--- config.mk ---
export PLATFORM = sky130hd
export DESIGN_NAME = pooling_layer_mc
export DESIGN_NICKNAME = d
export VERILOG_FILES = /design/src/rtl/pool_pkg.sv /design/src/rtl/pool_lane.sv /design/src/rtl/pooling_layer_mc.sv
export SDC_FILE = /design/constraint.sdc
export NUM_CORES = 1
export LEC_CHECK = 0
export ABC_AREA = 1
export CORE_MARGIN = 1.5
export CORE_UTILIZATION = 64
export CTS_BUF_LIST = sky130_fd_sc_hd__clkbuf_8
export DETAILED_ROUTE_END_ITERATION = 8
export GPL_ROUTABILITY_DRIVEN = 0
export GPL_TIMING_DRIVEN = 0
export PLACE_DENSITY = 0.82
export SYNTH_ARGS = -nofsm -noshare
export SYNTH_HDL_FRONTEND = slang
export SYNTH_SLANG_ARGS = --single-unit
--- constraint.sdc ---
create_clock -name clk -period 3.8 [get_ports clk]
set_clock_uncertainty 0.05 [all_clocks]
set_input_delay 0.57 -clock clk [delete_from_list [all_inputs] [get_ports clk]]
set_output_delay 0.57 -clock clk [all_outputs]
set_load 0.02 [all_outputs]
--- src/rtl/pool_pkg.sv ---
// pool_pkg: shared pooling mode enum and width helper functions
package pool_pkg;
  typedef enum logic {POOL_MAX, POOL_AVG} pool_mode_e;
  function automatic int log2(input int v);
    int r = 0;
    for (int i = 1; i < 31; i++) if ((1 << i) <= v) r = i;
    return r;
  endfunction
  function automatic int acc_width(input int bits, input int pool, input int mode);
    return mode == int'(POOL_AVG) ? bits + 2 * log2(pool) : bits;
  endfunction
endpackage

--- src/rtl/pool_lane.sv ---
// pool_lane: combinational load/max/sum of one lane sample against its accumulator, with average shift
module pool_lane #(
  parameter int BitSize = 8,
  parameter int AccW    = 8,
  parameter int Shift   = 0,
  parameter bit Avg     = 1'b0
) (
  input  logic [BitSize-1:0] sample,
  input  logic [AccW-1:0]    acc,
  input  logic               first,
  output logic [AccW-1:0]    nxt,
  output logic [BitSize-1:0] res
);
  logic signed [AccW-1:0] s, a, c, sh;
  assign s   = AccW'($signed(sample));
  assign a   = $signed(acc);
  assign c   = first ? s : Avg ? a + s : (s > a ? s : a);
  assign sh  = c >>> Shift;
  assign nxt = c;
  assign res = sh[BitSize-1:0];
endmodule

--- src/rtl/pooling_layer_mc.sv ---
// pooling_layer_mc: streaming multi-channel PxP max/average pooling over time-multiplexed channel groups
module pooling_layer_mc
  import pool_pkg::*;
#(
  parameter int BitSize            = 8,
  parameter int ImageWidth         = 8,
  parameter int NumChannels        = 8,
  parameter int ProcessingElements = 2,
  parameter int PoolSize           = 2,
  parameter int Mode               = 0
) (
  input  logic                                  clk,
  input  logic                                  res_n,
  input  logic [NumChannels-1:0]                in_valid,
  input  logic [ProcessingElements*BitSize-1:0] in_data,
  output logic [NumChannels-1:0]                out_valid,
  output logic [ProcessingElements*BitSize-1:0] out_data,
  output logic                                  frame_done,
  output logic                                  err
);
  localparam int PE  = ProcessingElements;
  localparam int CPP = NumChannels / PE;
  localparam int OW  = ImageWidth / PoolSize;
  localparam int PL  = log2(PoolSize);
  localparam bit AVG = Mode == int'(POOL_AVG);
  localparam int AW  = acc_width(BitSize, PoolSize, Mode);
  localparam int GW  = CPP > 1 ? $clog2(CPP) : 1;
  localparam int XW  = $clog2(ImageWidth) + 1;
  localparam int OWW = OW > 1 ? $clog2(OW) : 1;
  localparam int CW  = NumChannels > 1 ? $clog2(NumChannels) : 1;
  logic [GW-1:0] grp;
  logic [XW-1:0] row, col;
  logic [AW-1:0] acc [OW][NumChannels];
  logic [NumChannels-1:0] mask;
  logic good, bad, in_rng, first, done, last_grp, last_col, last_row, last_win;
  logic [OWW-1:0] ocol, orow;
  logic [CW-1:0] chi [PE];
  logic [AW-1:0] cur [PE];
  logic [AW-1:0] nxt [PE];
  logic [PE*BitSize-1:0] res;
  assign mask     = NumChannels'({PE{1'b1}}) << (grp * PE);
  assign good     = in_valid == mask;
  assign bad      = |in_valid && !good;
  assign in_rng   = row < XW'(OW * PoolSize) && col < XW'(OW * PoolSize);
  assign first    = ~|row[PL-1:0] && ~|col[PL-1:0];
  assign done     = &row[PL-1:0] && &col[PL-1:0] && in_rng;
  assign ocol     = OWW'(col >> PL);
  assign orow     = OWW'(row >> PL);
  assign last_grp = grp == GW'(CPP - 1);
  assign last_col = col == XW'(ImageWidth - 1);
  assign last_row = row == XW'(ImageWidth - 1);
  assign last_win = ocol == OWW'(OW - 1) && orow == OWW'(OW - 1);
  for (genvar l = 0; l < PE; l++) begin : g_lane
    assign chi[l] = CW'(grp * PE + l);
    assign cur[l] = acc[ocol][chi[l]];
    pool_lane #(
      .BitSize(BitSize),
      .AccW   (AW),
      .Shift  (AVG ? 2 * PL : 0),
      .Avg    (AVG)
    ) u_lane (
      .sample(in_data[l*BitSize +: BitSize]),
      .acc   (cur[l]),
      .first (first),
      .nxt   (nxt[l]),
      .res   (res[l*BitSize +: BitSize])
    );
  end
  always_ff @(posedge clk) begin
    if (res_n) begin
      grp        <= '0;
      row        <= '0;
      col        <= '0;
      out_valid  <= '0;
      out_data   <= '0;
      frame_done <= 1'b0;
      err        <= 1'b0;
      for (int i = 0; i < OW; i++)
        for (int j = 0; j < NumChannels; j++) acc[i][j] <= '0;
    end else begin
      out_valid  <= '0;
      frame_done <= 1'b0;
      if (bad) err <= 1'b1;
      if (good) begin
        if (in_rng) for (int i = 0; i < PE; i++) acc[ocol][chi[i]] <= nxt[i];
        if (done) begin
          out_valid  <= in_valid;
          out_data   <= res;
          frame_done <= last_win && last_grp;
        end
        if (last_grp) begin
          grp <= '0;
          col <= last_col ? '0 : col + 1'b1;
          if (last_col) row <= last_row ? '0 : row + 1'b1;
        end else begin
          grp <= grp + 1'b1;
        end
      end
    end
  end
endmodule

---- Yosys cells after proc, flatten, opt, wreduce, memory -nomap -nowiden ----
Memories as Yosys holds them, arrays and structs flattened. A register that Yosys moved wholly into a read port is not among the register bits.
Cells that the tools add are included.
cells by class
  add/subtract/negate cells ............... 4
  $lt $le $gt $ge ......................... 8
  equal/unequal tests ..................... 6
  shift operators ......................... 1
  mux-type cells .......................... 93
  bitwise operators ....................... 68
  reductions and logical operators ........ 18
operators by type and width
  kind                                                         count
  two-way mux 64 bit                                           4
  two-way mux 8 bit                                            10
  two-way mux 1 bit                                            69
  OR 1 bit                                                     64
  OR reduction 64 bit                                          1
  binary-select mux 8 bit (select 3 bit)                       2
  demux 8 bit (select 3 bit)                                   2
  > comparator 8 bit                                           2
  logical AND 1 bit                                            9
  adder 4 x 1 -> 4 bit (second input constant)                 2
  == test 4 x 3 -> 1 bit (second input constant)               2
  == test 8 bit                                                1
  greater-or-equal comparator 4 bit (second input constant)    2
  less-than comparator 4 x 1 -> 1 bit (second input constant)  2
  less-than comparator 4 bit (second input constant)           2
  two-way mux 2 bit                                            4
  two-way mux 4 bit                                            2
  inverter 3 -> 4 bit                                          2
  OR reduction 8 bit                                           1
  left shift 2 x 3 -> 8 bit (first input constant)             1
  == test 2 bit (second input constant)                        3
  AND reduction 2 bit                                          2
  adder 3 x 1 -> 3 bit (second input constant)                 1
  logical NOT 1 bit                                            3
  4 further kinds                                              5
word-level totals
  flip-flop bits (word level) ............. 36
  bits in writable memories ............... 256
  input port bits ......................... 26
  output and inout bits ................... 26
  logic and storage cells ................. 206
  memories kept ........................... 1
memories
  name  depth  bits a word  rd ports  clocked after Yosys merged registers in  write ports  RTL line                RTL
  acc   4      64           1         1                                        4            pooling_layer_mc.sv:33  logic [AW-1:0] acc [OW][NumChannels];

---- Depth between registers and ports, before layout ----
  depth in word-level cells ............... 10
  gate-level depth with buffers ........... 25
  mapped depth without buffers ............ 22

---- Modules after synthesis ----
A second synthesis with hierarchy kept.
unflattened totals
  cells, all modules ...................... 1462
  area total of the unflattened synthesis .. 14537.7 sq um
modules (own cells, without submodules)
  module            times used  cells each  area each (sq um)  seq. area each (sq um)
  pooling_layer_mc  1           1316        13699.4            8448.1
  pool_lane         2           73          419.2              0.0

---- Worst setup path before layout ----
OpenSTA, ideal clock, no wires.
  path kind ............................... register to register
  start ................................... register grp[1]
  end ..................................... memory acc[1][16] (netlist bit) (enable)
  library setup time ...................... 0.372 ns
  data arrival time ....................... 2.697 ns
  required time ........................... 3.378 ns
  slack ................................... 0.682 ns
  cell stages (with the launch flop) ...... 15
  buffers on the path ..................... 3
  period minus slack after synthesis ...... 3.118 ns
  cells stage by stage .................... dfxtp_1 > buf_2 > clkinv_1 > clkbuf_1 > ha_1 > o21ai_0 > nand2_1 > nor2_2 > nand3_2 > nor2_4 > inv_2 > nor2_4 > nand2_2 > buf_2 > nand2_1
RTL lines
  element                 RTL line                RTL
  from (decl)             pooling_layer_mc.sv:31  logic [GW-1:0] grp;
  from (signal assigned)  pooling_layer_mc.sv:96  grp <= grp + 1'b1;
  to (decl)               pooling_layer_mc.sv:33

==> summary.txt <==
Min path
  • Hold depth: 2
  • Min-delay src: err
  • Hold EP: err
  • Hold Crit Class: flip-flop to flip-flop

Routing
  • WL/cell: 20.6 um
  • Remaining DRCs: 0
  • Drt total wl: 39.8 mm
  • Vias per std cell: 5.93
  • 1st-pass router iterations: 6
  • Vias: 11500
  • Final antenna-violating net count: 0
  • Iter 0 DRT Violations: 1335

Floorplan
  • Initial Utilization: 64.9%
  • Ports: 52
  • Die outline area: 23700 um2
  • Die width: 154 um
  • Std cell rows: 55
  • Die Y: 154 um
  • CORE AREA: 22500 um2

Power and ir drop
  • Power Internal: 0.00494 W
  • Leak pwr: 6.49 nW
  • Sequential share of power: 55.8%
  • Switching part of the total: 23.7%
  • Cell Pwr Density: 390 nW/um2
  • Clock network power share: 38.7%
  • Total Power: 0.00648 W
  • Psw: 0.00154 W
  • Combinational power share: 5.5%
  • VDD IR-drop max: 261 uV

CTS
  • Clock Tree Buf Depth: 3
  • Post CTS Setup Buffer Count: 0
  • Clock Sinks: 294
  • Num CTS Buffers: 48
  • Hold-fix buffer count after cts: 0
  • CTS tree: yes
  • H-Tree Level Count: 2
  • CTS root buffer: clkbuf_8
  • Skew-Pair Late Insertion Delay: 0.59 ns
  • Worst-path clk slew: 0.06 ns

Worst setup path
  • CP top delay family: buffers and inverters
  • Critical path class: flip-flop to flip-flop
  • Crit-path max FO: 16
  • Reg-to-reg slack, setup: 0.11 ns
  • Critical Path Start: grp[1]
  • Crit path buf inv count: 5
  • CP most frequent cell: nor2_4
  • Worst Path Arrival: 3.88 ns
  • Max incr delay on CP: 0.40 ns
  • Worst path cell trace: clkbuf_4, clkinv_2, clkbuf_2, ha_1, o21ai_0, nand2_1, nor2_2, nand3_2, nor2_4, inv_2, nor2_4, nand2_2, buf_2, nand2_4
  • Crit end category: flip-flop
  • Worst EP required: 3.98 ns
  • Register-to-Register Path Depth: 14
  • Crit-path slowest cell: dfxtp_1
  • Critical R2R Launch: grp[1]
  • Crit path launch type: flip-flop
  • Worst r2r dst: acc[2][2]

STA
  • Hold WS: 0.421 ns
  • Final Hold Fails: 0
  • Tcrit/Tclk final: 97.2%
  • Max frequency: 0.271 GHz
  • Setup violations, final: 0
  • Final Slew Violations: 12
  • Fin crit period: 3.69 ns
  • Worst-margin pin slew: 1.57 ns
  • Slew HR: -4.76%

Synth
  • Ys Warns: 0
  • Syn Area/Cell: 9.69 um2
  • Post-synthesis cell count: 1507
  • Syn nets: 1555
  • Synth cell types: 34
  • Mapped Area: 14600 um2
  • Top cells by area, synth: edfxtp_1 (53%), nand2_1 (5.5%), dfxtp_1 (5.2%)
  • Top cell type's share of synthesized area: 52.7%
  • Synth Register Bits: 294
  • Largest area contributor in the netlist: edfxtp_1
  • Seq/Total Area, Yosys: 57.9%

Status
  • Status: finished, violations left
  • Violated checks: capacitance limit, slew limit

Global routing
  • Total gr overflow: 0
  • Largest net degree at the start of global routing: 17
  • First-pass GRT wire length: 59.9 mm
  • Initial antenna violation count: 0
  • Vias in the first global route: 10900
  • GR Util All Layers: 33.8%

Final layout
  • Antenna diode count: 0
  • Final non-filler cell total: 1932
  • Layout cells sized above 1: 19.8%
  • Fillers: 1598
  • Area grow syn2layout: 13.8%
  • Post-Route Utilization: 73.8%
  • Sequential Area: 8450 um2
  • Nets@finish: 1656
  • Multi-input logic area: 4850 um2

Place
  • I/O Buffers: 51
  • Placed Cells: 1843
  • DP Wirelength: 27.9 mm

Flow run
  • Max Cap Viol: 1
==> stage by stage <==
stage	TNS (ns)	instance area (um2)	setup WS [ns]
floorplan	0	14600	0.682
global placement	-145.98	15500	-0.538
detailed placement	-211.33	15500	-0.650
CTS	0	16500	0.0144
global route	-0.0927	16600	-0.0260
finish	0	16600	0.106
==> synthesized netlist by cell type <==
cell type	number
a211oi_1	2
a21o_1	1
a21oi_1	63
a21oi_2	5
and2_1	16
buf_1	2
buf_2	47
buf_4	5
buf_6	31
buf_8	1
clkbuf_1	22
clkinv_1	3
dfxtp_1	38
edfxtp_1	256
ha_1	22
inv_1	192
inv_2	3
nand2_1	214
nand2_2	15
nand3_1	139
nand3_2	1
nand4_1	2
nor2_1	164
nor2_2	114
nor2_4	5
nor3_1	2
nor4_1	1
o211ai_1	72
o211ai_2	1
o21ai_0	50
o21ai_1	14
o41ai_1	1
or2_2	1
xor2_1	2
==> layout by cell type, fill, tap and decap left out, drive strengths merged <==
| cell | Yosys | layout |
|---|---|---|
| a21o | 1 | 1 |
| a21oi | 68 | 68 |
| o211ai | 73 | 73 |
| buf | 86 | 75 |
| clkbuf | 22 | 83 |
| ha | 22 | 22 |
| nor4 | 1 | 1 |
| clkinv | 3 | 22 |
| nor2 | 283 | 283 |
| dfxtp | 38 | 38 |
| inv | 195 | 214 |
| nand2 | 229 | 230 |
| edfxtp | 256 | 256 |
| nor3 | 2 | 2 |
| o41ai | 1 | 1 |
| and2 | 16 | 16 |
| nand4 | 2 | 2 |
| a211oi | 2 | 2 |
| clkdlybuf4s50 | 0 | 51 |
| o21ai | 64 | 64 |
| xor2 | 2 | 2 |
| nand3 | 140 | 140 |
| or2 | 1 | 1 |
==> cell families after synthesis <==
family                     Yosys count  share of synthesized area, %
and+or+nand+nor                    674                          21.4
buffers and inverters              306                          10.1
DFF                                294                          57.9
AOI/OAI and AO/OA                  209                          8.66
adders and majority gates           22                          1.89
xor gates and xnor gates             2                         0.120
==> flip-flops by register name, summed over array words and instances, names as in the netlist, named ones only <==
name,count
acc,256
out_data,16
out_valid,8
col,4
row,4
grp,2
err,1
frame_done,1
==> per-layer routing <==
layer  part of all wire (%)  vias up  GRT usage (%)
li1                       -     5208              -
met2                     46      727           55.0
met3                     11      158           5.69
met4                    5.6        0           18.8
met5                      0        -              0
met1                     37     5360           43.4
==> cell type report <==
type	count	share of cell area (%)
plain buffers	107	5.04
clock buffers	51	4.23
inverters	198	4.50
repair buffers	51	3.07
clock inverters	38	0.911
multi-input cells	908	29.2
flip-flops and latches	294	50.9
well taps	285	2.15
==> power by group through the flow <==
stage                     registers, W  logic [W]  clock network, W
after global placement         0.00368   0.000317                 0
after detailed placement       0.00369   0.000327                 0
after CTS                      0.00362   0.000341           0.00249
after global routing           0.00362   0.000388           0.00263
after floorplan                0.00368   0.000215                 0
final                          0.00362   0.000358           0.00251
==> worst min-delay path: stages, from the launching register on <==
cell and delay, ns:
dfxtp_1 0.31, inv_1 0.06, a21oi_1 0.05
==> how the worst max path moves through the flow <==
stage | end | cells after the start
3_3_place_gp | acc[3][9] | 13
4_1_cts | acc[3][1] | 22
5_1_grt | acc[1][45] | 22
2_1_floorplan | acc[1][16] | 14
3_5_place_dp | acc[3][9] | 12
6_report | acc[2][2] | 14
==> repair_timing <==
action / 4_1_cts / 5_1_grt
endpoints found under the setup margin: 512 / 440
gates cloned: 0 / 1
gates resized for setup: 57 / 46
Power figures use the tool's default switching activity.
